[src/rtl/adder_arbiter_pkg.sv]
// Shared constants, state encoding and response payload for adder_arbiter.
package adder_arbiter_pkg;

  localparam int unsigned PTR_W   = 3;   // round-robin pointer / owner index width
  localparam int unsigned OP_W    = 16;  // adder operand width
  localparam int unsigned MAX_REQ = 8;

  typedef enum logic {
    ST_ARB    = 1'b0,
    ST_LOCKED = 1'b1
  } arb_state_t;

  // Registered adder result.
  typedef struct packed {
    logic            cout;
    logic [OP_W-1:0] sum;
  } add_rsp_t;

  // Increment an index modulo nreq.
  function automatic logic [PTR_W-1:0] ptr_inc(input logic [PTR_W-1:0] p,
                                               input int unsigned       nreq);
    if (32'(p) + 32'd1 >= nreq) return '0;
    return p + PTR_W'(1);
  endfunction

endpackage

[src/rtl/adder_16_bit.sv]
// 16-bit ripple/behavioural adder shared by the datapath requesters.
//   A, B : operands
//   Cin  : carry-in
//   S    : sum
//   Cout : carry-out
module adder_16_bit (
  input  logic [15:0] A,
  input  logic [15:0] B,
  input  logic        Cin,
  output logic [15:0] S,
  output logic        Cout
);

  assign {Cout, S} = 17'(A) + 17'(B) + 17'(Cin);

endmodule

[src/rtl/adder_arbiter_rr_pick.sv]
// Combinational round-robin priority select.
//   req : request vector
//   ptr : index with highest priority this cycle
//   gnt : one-hot (or zero) grant
//   idx : index of the granted requester (0 when none)
module adder_arbiter_rr_pick
  import adder_arbiter_pkg::*;
#(
  parameter int unsigned NREQ = 4
) (
  input  logic [NREQ-1:0]  req,
  input  logic [PTR_W-1:0] ptr,
  output logic [NREQ-1:0]  gnt,
  output logic [PTR_W-1:0] idx
);

  logic found;

  // Two ascending passes: indices at/above ptr first, then the wrapped ones below it.
  always_comb begin
    gnt   = '0;
    idx   = '0;
    found = 1'b0;
    for (int i = 0; i < NREQ; i++) begin
      if (!found && req[i] && (PTR_W'(i) >= ptr)) begin
        found  = 1'b1;
        gnt[i] = 1'b1;
        idx    = PTR_W'(i);
      end
    end
    for (int i = 0; i < NREQ; i++) begin
      if (!found && req[i] && (PTR_W'(i) < ptr)) begin
        found  = 1'b1;
        gnt[i] = 1'b1;
        idx    = PTR_W'(i);
      end
    end
  end

endmodule

[src/rtl/adder_arbiter.sv]
// Round-robin arbiter sharing one adder_16_bit between NREQ requesters.
// One add per cycle; a requester may lock the adder and chain the stored carry
// for multi-word additions.
//   CLK, RST      : clock, asynchronous active-high reset
//   REQ/LOCK/CHAIN/CIN : per-requester request, lock, carry-chain select, carry-in
//   A, B          : packed operands, requester i at [16i+15:16i]
//   GNT           : combinational one-hot grant (operation consumed this cycle)
//   RSP_VALID     : registered one-hot owner of S/COUT
//   S, COUT       : registered sum and carry-out
//   BUSY          : high while the adder is locked
module adder_arbiter
  import adder_arbiter_pkg::*;
#(
  parameter int unsigned NREQ = 4,
  parameter int unsigned W    = 16
) (
  input  logic            CLK,
  input  logic            RST,
  input  logic [NREQ-1:0] REQ,
  input  logic [NREQ-1:0] LOCK,
  input  logic [NREQ-1:0] CHAIN,
  input  logic [NREQ-1:0] CIN,
  input  logic [NREQ*W-1:0] A,
  input  logic [NREQ*W-1:0] B,
  output logic [NREQ-1:0] GNT,
  output logic [NREQ-1:0] RSP_VALID,
  output logic [W-1:0]    S,
  output logic            COUT,
  output logic            BUSY
);

  if (W != OP_W) begin : g_bad_w
    $error("adder_arbiter: W must be 16");
  end
  if (NREQ < 2 || NREQ > MAX_REQ) begin : g_bad_nreq
    $error("adder_arbiter: NREQ must be 2..8");
  end

  arb_state_t       state;
  logic [PTR_W-1:0] ptr;
  logic [PTR_W-1:0] owner;
  logic             carry;
  logic [NREQ-1:0]  rsp_valid_q;
  add_rsp_t         rsp_q;

  logic [NREQ-1:0]  pick_gnt;
  logic [PTR_W-1:0] pick_idx;
  logic [NREQ-1:0]  own_oh;
  logic [NREQ-1:0]  gnt_int;
  logic             grant;
  logic [W-1:0]     a_sel;
  logic [W-1:0]     b_sel;
  logic             cin_sel;
  logic             lock_sel;
  logic             chain_sel;
  logic             add_cin;
  logic [OP_W-1:0]  add_sum;
  logic             add_cout;

  adder_arbiter_rr_pick #(.NREQ(NREQ)) u_pick (
    .req (REQ),
    .ptr (ptr),
    .gnt (pick_gnt),
    .idx (pick_idx)
  );

  // Grant selection and AND-OR operand mux in front of the shared adder.
  always_comb begin
    own_oh = '0;
    for (int i = 0; i < NREQ; i++) begin
      own_oh[i] = (owner == PTR_W'(i));
    end

    gnt_int = (state == ST_LOCKED) ? (own_oh & REQ) : pick_gnt;
    grant   = |gnt_int;

    a_sel     = '0;
    b_sel     = '0;
    cin_sel   = 1'b0;
    lock_sel  = 1'b0;
    chain_sel = 1'b0;
    for (int i = 0; i < NREQ; i++) begin
      if (gnt_int[i]) begin
        a_sel     = A[i*W +: W];
        b_sel     = B[i*W +: W];
        cin_sel   = CIN[i];
        lock_sel  = LOCK[i];
        chain_sel = CHAIN[i];
      end
    end

    // Stored carry is only honoured while locked.
    add_cin = (state == ST_LOCKED && chain_sel) ? carry : cin_sel;
  end

  adder_16_bit u_add (
    .A    (a_sel),
    .B    (b_sel),
    .Cin  (add_cin),
    .S    (add_sum),
    .Cout (add_cout)
  );

  // Arbitration state, carry and registered response.
  always_ff @(posedge CLK or posedge RST) begin
    if (RST) begin
      state       <= ST_ARB;
      ptr         <= '0;
      owner       <= '0;
      carry       <= 1'b0;
      rsp_valid_q <= '0;
      rsp_q       <= '0;
    end else begin
      rsp_valid_q <= gnt_int;
      if (grant) begin
        rsp_q <= '{cout: add_cout, sum: add_sum};
        carry <= add_cout;
      end
      case (state)
        ST_ARB: begin
          if (grant) begin
            if (lock_sel) begin
              owner <= pick_idx;
              state <= ST_LOCKED;
            end else begin
              ptr <= ptr_inc(pick_idx, NREQ);
            end
          end
        end
        ST_LOCKED: begin
          // Release on an unlocked grant or when the owner stops requesting.
          if (!(grant && lock_sel)) begin
            state <= ST_ARB;
            ptr   <= ptr_inc(owner, NREQ);
          end
        end
        default: state <= ST_ARB;
      endcase
    end
  end

  assign GNT       = RST ? '0 : gnt_int;
  assign RSP_VALID = rsp_valid_q;
  assign S         = rsp_q.sum;
  assign COUT      = rsp_q.cout;
  assign BUSY      = (state == ST_LOCKED);

endmodule

[config.mk]
export PLATFORM = sky130hd
export DESIGN_NAME = adder_arbiter
export DESIGN_NICKNAME = d
export VERILOG_FILES = /design/src/rtl/adder_arbiter_pkg.sv /design/src/rtl/adder_16_bit.sv /design/src/rtl/adder_arbiter_rr_pick.sv /design/src/rtl/adder_arbiter.sv
export SDC_FILE = /design/constraint.sdc
export NUM_CORES = 1
export LEC_CHECK = 0
export CORE_MARGIN = 10
export CORE_UTILIZATION = 41
export CTS_CLUSTER_SIZE = 28
export DETAILED_ROUTE_END_ITERATION = 10
export HOLD_SLACK_MARGIN = 0.15
export PLACE_DENSITY = 0.79
export RECOVER_POWER = 100
export SLEW_MARGIN = 20
export SYNTH_ARGS = -nofsm -noshare
export SYNTH_HDL_FRONTEND = slang
export SYNTH_SLANG_ARGS = --single-unit
[constraint.sdc]
create_clock -name CLK -period 5.45 [get_ports CLK]
set_input_delay 1.09 -clock CLK [delete_from_list [all_inputs] [get_ports CLK]]
set_output_delay 1.09 -clock CLK [all_outputs]
set_load 0.005 [all_outputs]
Word-level counts from Yosys, hierarchy flattened
Index checks and enable logic that the tools add are counted.
Word-level totals
  flip-flop bits (word level): 28
  logic and storage cells: 121
Operators by class
  multiplexer cells: 63
  magnitude comparators: 10
  reduce and logical (&&, ||, !) cells: 28
  add/sub/neg operators: 6
  bitwise gates (word level): 2
  equality and inequality tests: 6
Operator list (count)
  two-way mux 16 bit: 8
  two-way mux 1 bit: 38
  two-way mux 3 bit: 7
  adder 16 x 16 -> 17 bit: 1
  adder 17 x 1 -> 17 bit: 1
  logical AND 1 bit: 17
  two-way mux 2 bit: 6
  adder 3 x 1 -> 4 bit (second input constant): 2
  >= comparator 4 x 3 -> 1 bit (second input constant): 2
  two-way mux 4 bit: 2
  zero test 1 bit: 7
  adder 3 x 1 -> 3 bit (second input constant): 2
  equality test 3 x 2 -> 1 bit (second input constant): 2
  >= comparator 1 x 3 -> 1 bit (first input constant): 2
  >= comparator 2 x 3 -> 1 bit (first input constant): 2
  < comparator 1 x 3 -> 1 bit (first input constant): 2
  < comparator 2 x 3 -> 1 bit (first input constant): 2
  != test 2 bit (second input constant): 3
  one-hot mux 3 bit (2 select lines): 1
  AND reduction 3 bit: 2
  AND 4 bit: 1
  OR reduction 4 bit: 1
  equality test 3 x 1 -> 1 bit (second input constant): 1
  zero test 3 bit: 1
  2 further kinds: 2

Logic depth before layout (Yosys ltp)
Gate-level depths: netlist of run 1.
  depth in word-level cells: 43
  gate-level depth with buffers: 21

Hierarchy
From an unflattened synthesis of run 1, not the netlist that was laid out.
Unflattened totals
  cell total of the unflattened synthesis: 397
  area total of the unflattened synthesis: 3204.3 um^2
By module, submodules not included
  adder_arbiter: sequential area each 700.7 um^2, times used 1, cells an instance 270, area an instance 2273.4 um^2
  adder_16_bit: sequential area each 0.0 um^2, times used 1, cells an instance 94, area an instance 743.2 um^2
  adder_arbiter_rr_pick: sequential area each 0.0 um^2, times used 1, cells an instance 33, area an instance 187.7 um^2

Worst setup path after synthesis of run 1
No wires, ideal clock.
  path type: input-to-reg
  from: in REQ[2]
  to: reg rsp_q (netlist bit S[13])
  arrival: 4.426 ns
  path buffers: 3
  stages on the path: 18
  library setup time: 0.127 ns
  path slack: 0.897 ns
  cells stage by stage: buf_2 -> o21bai_4 -> nand4b_1 -> o21ai_2 -> buf_2 -> buf_1 -> nand3_1 -> a21oi_1 -> a21oi_1 -> o21ai_0 -> ha_1 -> nor2b_1 -> o2111a_1 -> o31ai_1 -> a21oi_1 -> a2111oi_0 -> a41o_1 -> o31ai_1
On the way
  word-level cells in the longest chain between the ends: 28
RTL lines
  from (decl): RTL line adder_arbiter.sv:19  | input logic [NREQ-1:0] REQ,
  logical AND 1 bit (2 in a row): RTL line adder_arbiter_rr_pick.sv:25  | if (!found && req[i] && (PTR_W'(i) >= ptr)) begin
  two-way mux 1 bit: RTL line adder_arbiter_rr_pick.sv:25
  zero test 1 bit: RTL line adder_arbiter_rr_pick.sv:25
  logical AND 1 bit (2 in a row): RTL line adder_arbiter_rr_pick.sv:25
  two-way mux 1 bit: RTL line adder_arbiter_rr_pick.sv:25
  zero test 1 bit: RTL line adder_arbiter_rr_pick.sv:32  | if (!found && req[i] && (PTR_W'(i) < ptr)) begin
  logical AND 1 bit (2 in a row): RTL line adder_arbiter_rr_pick.sv:32
  two-way mux 1 bit: RTL line adder_arbiter_rr_pick.sv:32
  (+4 left out)
  zero test 1 bit: RTL line adder_arbiter_rr_pick.sv:32
  logical AND 1 bit (2 in a row): RTL line adder_arbiter_rr_pick.sv:32
  two-way mux 1 bit: RTL line adder_arbiter_rr_pick.sv:32
  zero test 1 bit: RTL line adder_arbiter_rr_pick.sv:32
  logical AND 1 bit (2 in a row): RTL line adder_arbiter_rr_pick.sv:32
  two-way mux 1 bit: RTL line adder_arbiter_rr_pick.sv:32
  two-way mux 4 bit (*): RTL line adder_arbiter.sv:74  | gnt_int = (state == ST_LOCKED) ? (own_oh & REQ) : pick_gnt;
  parallel branches: the longest is 4 deep, another holds adder 16 x 16 -> 17 bit
  to (signal assigned): RTL line adder_arbiter.sv:116  | rsp_q <= '{cout: add_cout, sum: add_sum};
  to (decl): RTL line adder_arbiter.sv:44  | add_rsp_t rsp_q;
Mark *: on every way between the ends.
A chain may end at the register's enable or synchronous reset.

Final worst setup path of run 1
Same ends and word-level chain as after synthesis.

==> flow_summary.toml, run 1 <==
[cts]
htreeDepth = 1
cts_made_buffers = 3
clk_path_buf_depth = 2
cts_tree = "done"
clkTransAtPathRegs_ns = 0.08
cts_root_buf = "clkbuf_8"
insertion_delay_ns = 0.26
numClockSinks = 27
ctsHoldBuffers = 0

[worst_hold_path]
hold_class = "reg -> reg"
hold_depth = 2
hp-start = "S[3]"
min_to = "S[3]"

[setup_path]
crit_slowest_cell = "dlygate4sd3_1"
cp.required_ns = 5.60
cpMostUsedCell = "a21oi_1"
reg2reg_to = "S[14]"
cp-start-kind = "input port"
r2r_setup_slack_ns = 1.25
cp.buffers_inverters = 3
critical-path-max-stage-delay_ns = 0.69
reg2regPathDepth = 18
r2r_start = "BUSY"
critPathKind = "in -> reg"
worstPathCellList = "dlygate4sd3_1, nand4bb_1, o2111ai_1, and2_2, buf_4, buf_4, nand3_1, a21oi_1, a21oi_1, o21ai_0, ha_1, a21oi_1, o21bai_1, o31ai_1, a21oi_1, a2111oi_0, a41o_1, o31ai_1"
worst_ep_arrival_time_ns = 5.22
startpoint = "REQ[2]"
critPathMaxFanout = 11
critical_path.top_delay_family = "compound AO/OA/AOI/OAI gates"
cp-end-kind = "flip-flop"

[layout]
drive_gt1_share_pct = 6.720
final_cell_area_um2 = 5152
final_cells = 727
nFillCells = 687
synthToLayoutAreaGrowth_pct = 54.81
final_nets = 794
antenna_cells = 0

[logic_synthesis]
yosysTopAreaCell = "dfrtp_1"
yosys_warnings = 0
syn_area_um2 = 3328
ys_seq_area_share_pct = 20.30
yosysUniqueCellTypes = 68
syn_nets = 636
async_reset_ff_share_pct = 100.0
postSynthCellCount = 468
synth_area_leaders = "dfrtp_1 20%, a21oi_1 11%, nand2_1 9.5%"
yosys_register_bits = 27
synthFlopType = "dfrtp_1"
synth-edff-count = 0
synth_top_area_share_pct = 20.30
synth.avg_cell_area_um2 = 7.112

[grt]
gr-total-overflow = 0
grt_start_max_net_pins = 53
antenna_found_initial = 0
grt_pass1_wl_mm = 19.00
track_usage_pct = 19.36
grt_pass1_vias = 3809

[drt]
drtIter0Drc = 220
vias = 3946
dr.pass1.iters = 5
drt_wl_total_mm = 12.68
post_drt_via_cell_ratio = 5.428
wl_per_cell_um = 17.44
drc = 0
ant_nets = 0

[die]
die_w_um = 110.1
die_area_um2 = 12120
num_rows = 32
chipHeight_um = 110.1
core_um2 = 7807
num_io_pins = 172
initial_core_util_pct = 42.63

[pwr]
max-vdd-ir-drop_uv = 209.0
p_leak_nw = 2.115
power_density_nw_per_um2 = 553.1
total_power_mw = 2.850

[sta]
clock.fmax_mhz = 197.2
finalHoldViolCount = 0
setup_viol = 0
post-route-min-period_ns = 5.071
maxSlewViolCount = 0
setup_slack_ns = 0.3788
fin_crit_sh_pct = 93.05
finClkSkew_ns = 0.001882
tightestPinTransition_ns = 1.419
slew_headroom_pct = 5.374
tns_ns = 0
rsz0062_at_grt = "false"

[flow_run]
maxCapViolCount = 0

[place]
dp_cells = 723
placed_cell_area_um2 = 5140
dp_worst_setup_slack_ns = 0.07199
port_buffers = 171
gp_congestion = 0.8932
hpwl_mm = 10.65

[outcome]
outcome = "finished clean"
state kept, by name (all words and copies together) (netlist names):
| register | flops |
|---|---|
| RSP_VALID | 4 |
| ptr | 3 |
| owner | 2 |
| COUT | 1 |
| BUSY | 1 |
| S | 16 |
layer usage:
metal	up-vias	share of wire (%)	GRT usage, %
met1	1770	40	23.30
met3	21	8.9	4.005
met5	-	0	0
met4	0	2.2	6.697
met2	169	48	33.49
li1	1986	-	-
worst max-delay path by stage:
stage / depth (start not counted) / endpoint / slack (ns)
after floorplan: 18 / S[13] / 0.90
after global placement: 18 / S[15] / 0.23
after detailed placement: 19 / S[14] / 0.07
after CTS: 19 / S[14] / 0.36
after global routing: 18 / S[15] / 0.03
final: 18 / S[13] / 0.38
synth_stat cells, types with 3 or more instances:
cell	number
a21oi_1	76
ha_1	20
nor2_1	12
a21o_1	5
nand2b_1	8
xnor2_1	8
nor3_1	3
nand3_1	37
nand2_1	84
buf_1	4
inv_1	13
clkbuf_1	20
mux2_2	5
o21bai_1	3
buf_2	7
a31oi_1	3
buf_6	5
xor2_1	4
nor2b_1	5
o21a_1	4
o31ai_1	5
mux2_1	3
dfrtp_1	27
o21ai_0	49
what timing repair did:
item | CTS | global route
endpoints found under the setup margin | 0 | 4
gates resized for setup | 0 | 1
buffers inserted | 0 | 0
per-stage QoR:
step	hold WS, ns	util [%]
after floorplan	0.4726	-
after global placement	0.4613	65.83
after detailed placement	0.4758	65.83
after CTS	0.4900	66.41
after global routing	0.5213	65.99
final	0.4804	65.99
tightest hold or removal path: stages (launching register included):
cell	delay [ns]
dfrtp_1	0.34
nand2_1	0.05
o21ai_0	0.06
logic make-up (layout without fill, tap and decap cells):
kind of cell	Yosys count	count (layout)	share of synthesized area, %
AOI/OAI and AO/OA	179	179	33.27
and+or+nand+nor	167	167	23.91
xor gates and xnor gates	12	12	3.158
buffers and inverters	52	209	7.631
DFF	27	27	20.30
muxes	9	9	3.007
adders and majority gates	22	22	8.722
placed cells by master (no fill, tap or decap), types with 2 or more instances in the layout:
cell and instances:
fa_1 2, a21oi_2 2, xor2_1 4, o21bai_1 3, a211oi_1 4, nor2_1 12, ha_1 20, clkbuf_1 2
clkdlybuf4s50_1 145, nor3_1 3, a22oi_1 2, or3_1 3, a311oi_1 2, mux2_1 3, nand4b_1 2, o211a_1 2
nand3_1 37, inv_1 13, mux2_2 5, buf_4 17, dfrtp_1 27, a21o_1 5, xnor2_1 8, o21ai_0 49
a31oi_1 4, a21o_2 2, o211ai_1 2, clkbuf_8 3, o31ai_1 5, o2111ai_1 2, nand2b_1 8, nand2_1 84
dlygate4sd3_1 26, a21oi_1 76, nor2b_1 5, a221oi_1 2, o21a_1 4
layout make-up:
cell class / instances / area [um^2] / share of cell area, %
inverters: 15 / 58.81 / 1.141
repair buffers: 190 / 1863 / 36.16
multi-input cells: 389 / 2382 / 46.24
well taps: 102 / 127.6 / 2.477
clock buffers: 4 / 45.04 / 0.8742
flip-flops and latches: 27 / 675.6 / 13.11
report_power, final:
group / total, mW / internal (mW) / switching (mW)
Sequential: 0.393 / 0.313 / 0.0799
Combinational: 2.35 / 1.07 / 1.28
Clock: 0.108 / 0.0522 / 0.0553
Note: power is estimated with default switching activity, not from simulation.
==> run 2: changes to the inputs <==
--- a/config.mk
+++ b/config.mk
@@ -12,7 +12,6 @@
 export HOLD_SLACK_MARGIN = 0.15
 export PLACE_DENSITY = 0.79
 export RECOVER_POWER = 100
-export SLEW_MARGIN = 20
 export SYNTH_ARGS = -nofsm -noshare
 export SYNTH_HDL_FRONTEND = slang
 export SYNTH_SLANG_ARGS = --single-unit
==> results of run 2 <==
Final layout, timing and power as in run 1 (identical DEF).
==> run 3: changes to the inputs <==
--- a/config.mk
+++ b/config.mk
@@ -12,6 +12,7 @@
 export HOLD_SLACK_MARGIN = 0.15
 export PLACE_DENSITY = 0.79
 export RECOVER_POWER = 100
+export REMOVE_ABC_BUFFERS = 1
 export SYNTH_ARGS = -nofsm -noshare
 export SYNTH_HDL_FRONTEND = slang
 export SYNTH_SLANG_ARGS = --single-unit
==> run 3 against run 2 <==
  * The run now ends with capacitance limit, slew limit left
  * Critical path depth increased by 1
  * Setup slack got worse by 0.12 ns
  * Clock power increased by 8%
  * Via count decreased by 0.10%
  * First-iteration DRC count decreased by 29%
  * Die area unchanged
  * Register-to-register slack got worse by 0.15 ns
  * Design area decreased by 0.39%
  * Clock-buffer cell count unchanged
  * Fmax decreased by 2.4%
  * Sequential power increased by 2%
  * Global-route usage increased by 0.80 points
  * Critical path type unchanged
  * Highest routed layer unchanged
==> flow_summary.toml, run 3 (synthesis gave the netlist of run 1 again) <==
[grt]
grt_start_max_net_pins = 29
track_usage_pct = 20.17
gr-total-overflow = 0
antenna_found_initial = 0
grt_pass1_vias = 4007
grt_pass1_wl_mm = 20.07

[setup_path]
worst_ep_arrival_time_ns = 5.39
critical_path.top_delay_family = "compound AO/OA/AOI/OAI gates"
cp.buffers_inverters = 3
critPathKind = "in -> reg"
reg2regPathDepth = 18
r2r_setup_slack_ns = 1.10
critPathMaxFanout = 25
crit_slowest_cell = "clkdlybuf4s50_1"
cp-start-kind = "input port"
worstPathCellList = "clkdlybuf4s50_1, o22ai_1, o2111ai_1, and2_1, buf_6, nand3_1, a31oi_1, a41oi_1, mux2_2, fa_1, inv_1, fa_1, a21o_1, a21oi_1, o21bai_1, or4_1, a31oi_1, nor2_1, o21ai_0"
cp-end-kind = "flip-flop"
r2r_start = "BUSY"
cp_num_cells = 19
cp.required_ns = 5.64
critical-path-max-stage-delay_ns = 0.66
reg2reg_to = "S[8]"
startpoint = "REQ[0]"

[drt]
drt_wl_total_mm = 12.71
drc = 0
drtIter0Drc = 157
wl_per_cell_um = 17.58
vias = 3942
ant_nets = 0
post_drt_via_cell_ratio = 5.452
dr.pass1.iters = 4

[die]
chipHeight_um = 110.1
num_rows = 32
initial_core_util_pct = 42.63
num_io_pins = 172
die_w_um = 110.1
die_area_um2 = 12120
core_um2 = 7807

[layout]
drive_gt1_share_pct = 6.119
antenna_cells = 0
multi_input_area_um2 = 2401
final_cells = 723
final_nets = 790
area.sequential_um2 = 675.6
final_cell_mix = "148 x clkdlybuf4s50_1, 84 x nand2_1, 77 x a21oi_1, 48 x o21ai_0, 37 x nand3_1"
layout_commonest_cell = "clkdlybuf4s50_1"
synthToLayoutAreaGrowth_pct = 54.21
largest_reg_flops = 16
postLayoutCoreUtil_pct = 65.74
nFillCells = 707

[sta]
slew_headroom_pct = -4.481
fin_crit_sh_pct = 95.30
post-route-min-period_ns = 5.194
setup_viol = 0
tightestPinTransition_ns = 1.567
maxSlewViolCount = 28
setup_slack_ns = 0.2563
finalHoldViolCount = 0
clock.fmax_mhz = 192.5
rsz0062_at_grt = "false"
finClkSkew_ns = 0.009827
finalHoldWorstSlack_ns = 0.4833

[cts]
htreeDepth = 1
ctsHoldBuffers = 0
cts_root_buf = "clkbuf_8"
clkTransAtPathRegs_ns = 0.09
insertion_delay_ns = 0.27
clk_path_buf_depth = 2
cts_made_buffers = 3
cts_tree = "done"
numClockSinks = 27

[worst_hold_path]
min_to = "S[6]"
hold_depth = 2
hold_class = "reg -> reg"
hp-start = "S[6]"

[outcome]
outcome = "complete, but fails checks"
violations = "capacitance limit, slew limit"

[pwr]
max-vdd-ir-drop_uv = 246.3
power_density_nw_per_um2 = 542.1
p_leak_nw = 2.090

[place]
port_buffers = 171
gp_congestion = 0.9282
dp_cells = 719
dp_worst_setup_slack_ns = -0.005749
hpwl_mm = 10.61

[flow_run]
maxCapViolCount = 1
## run 3: layout make-up
type                       instances  area share, %
clock buffer                       4         0.8776
timing repair buffer             186          35.54
multi-input combinational        389          46.78
tap                              102          2.487
inverter                          15          1.146
sequential                        27          13.16
## run 3: report_power, final
part / internal (mW) / leakage, nW / switching, mW
clock: 0.0524 / 0.0228 / 0.0645
sequential: 0.313 / 0.333 / 0.0858
combinational: 1.04 / 1.73 / 1.23
total: 1.41 / 2.09 / 1.38
## run 3: what timing repair did
item | CTS | global route
endpoints found under the hold margin | 0 | 0
setup buffers | 0 | 0
setup endpoints to repair | 0 | 5
gates resized for setup | 0 | 2
## run 3: through the flow
step,setup TNS (ns),power (mW),instance area [um^2]
6_report,0,2.783,5132
5_1_grt,0,3.072,5132
4_1_cts,0,2.833,5149
3_5_place_dp,-0.005749,2.708,5104
3_3_place_gp,0,2.663,5104
2_1_floorplan,0,1.933,3133
## run 3: worst max-delay path by stage
stage | end | slack, ns
6_report | S[8] | 0.26
2_1_floorplan | S[8] | 0.28
4_1_cts | S[8] | 0.26
3_5_place_dp | S[8] | -0.006
3_3_place_gp | S[8] | 0.12
5_1_grt | S[8] | 0.005
## run 3: per-layer routing
layer  GRT usage, %  wire, um  vias to the layer above
met5              0         0                        -
met1          23.37      5322                     1785
met3          7.139      1342                       14
met4          4.862       192                        0
li1               -         -                     1973
met2          34.80      5854                      170
## run 3: worst min-delay path: stages, from the launching register on
cell and delay [ns]:
dfrtp_1 0.35, nand2_1 0.05, o21ai_0 0.06
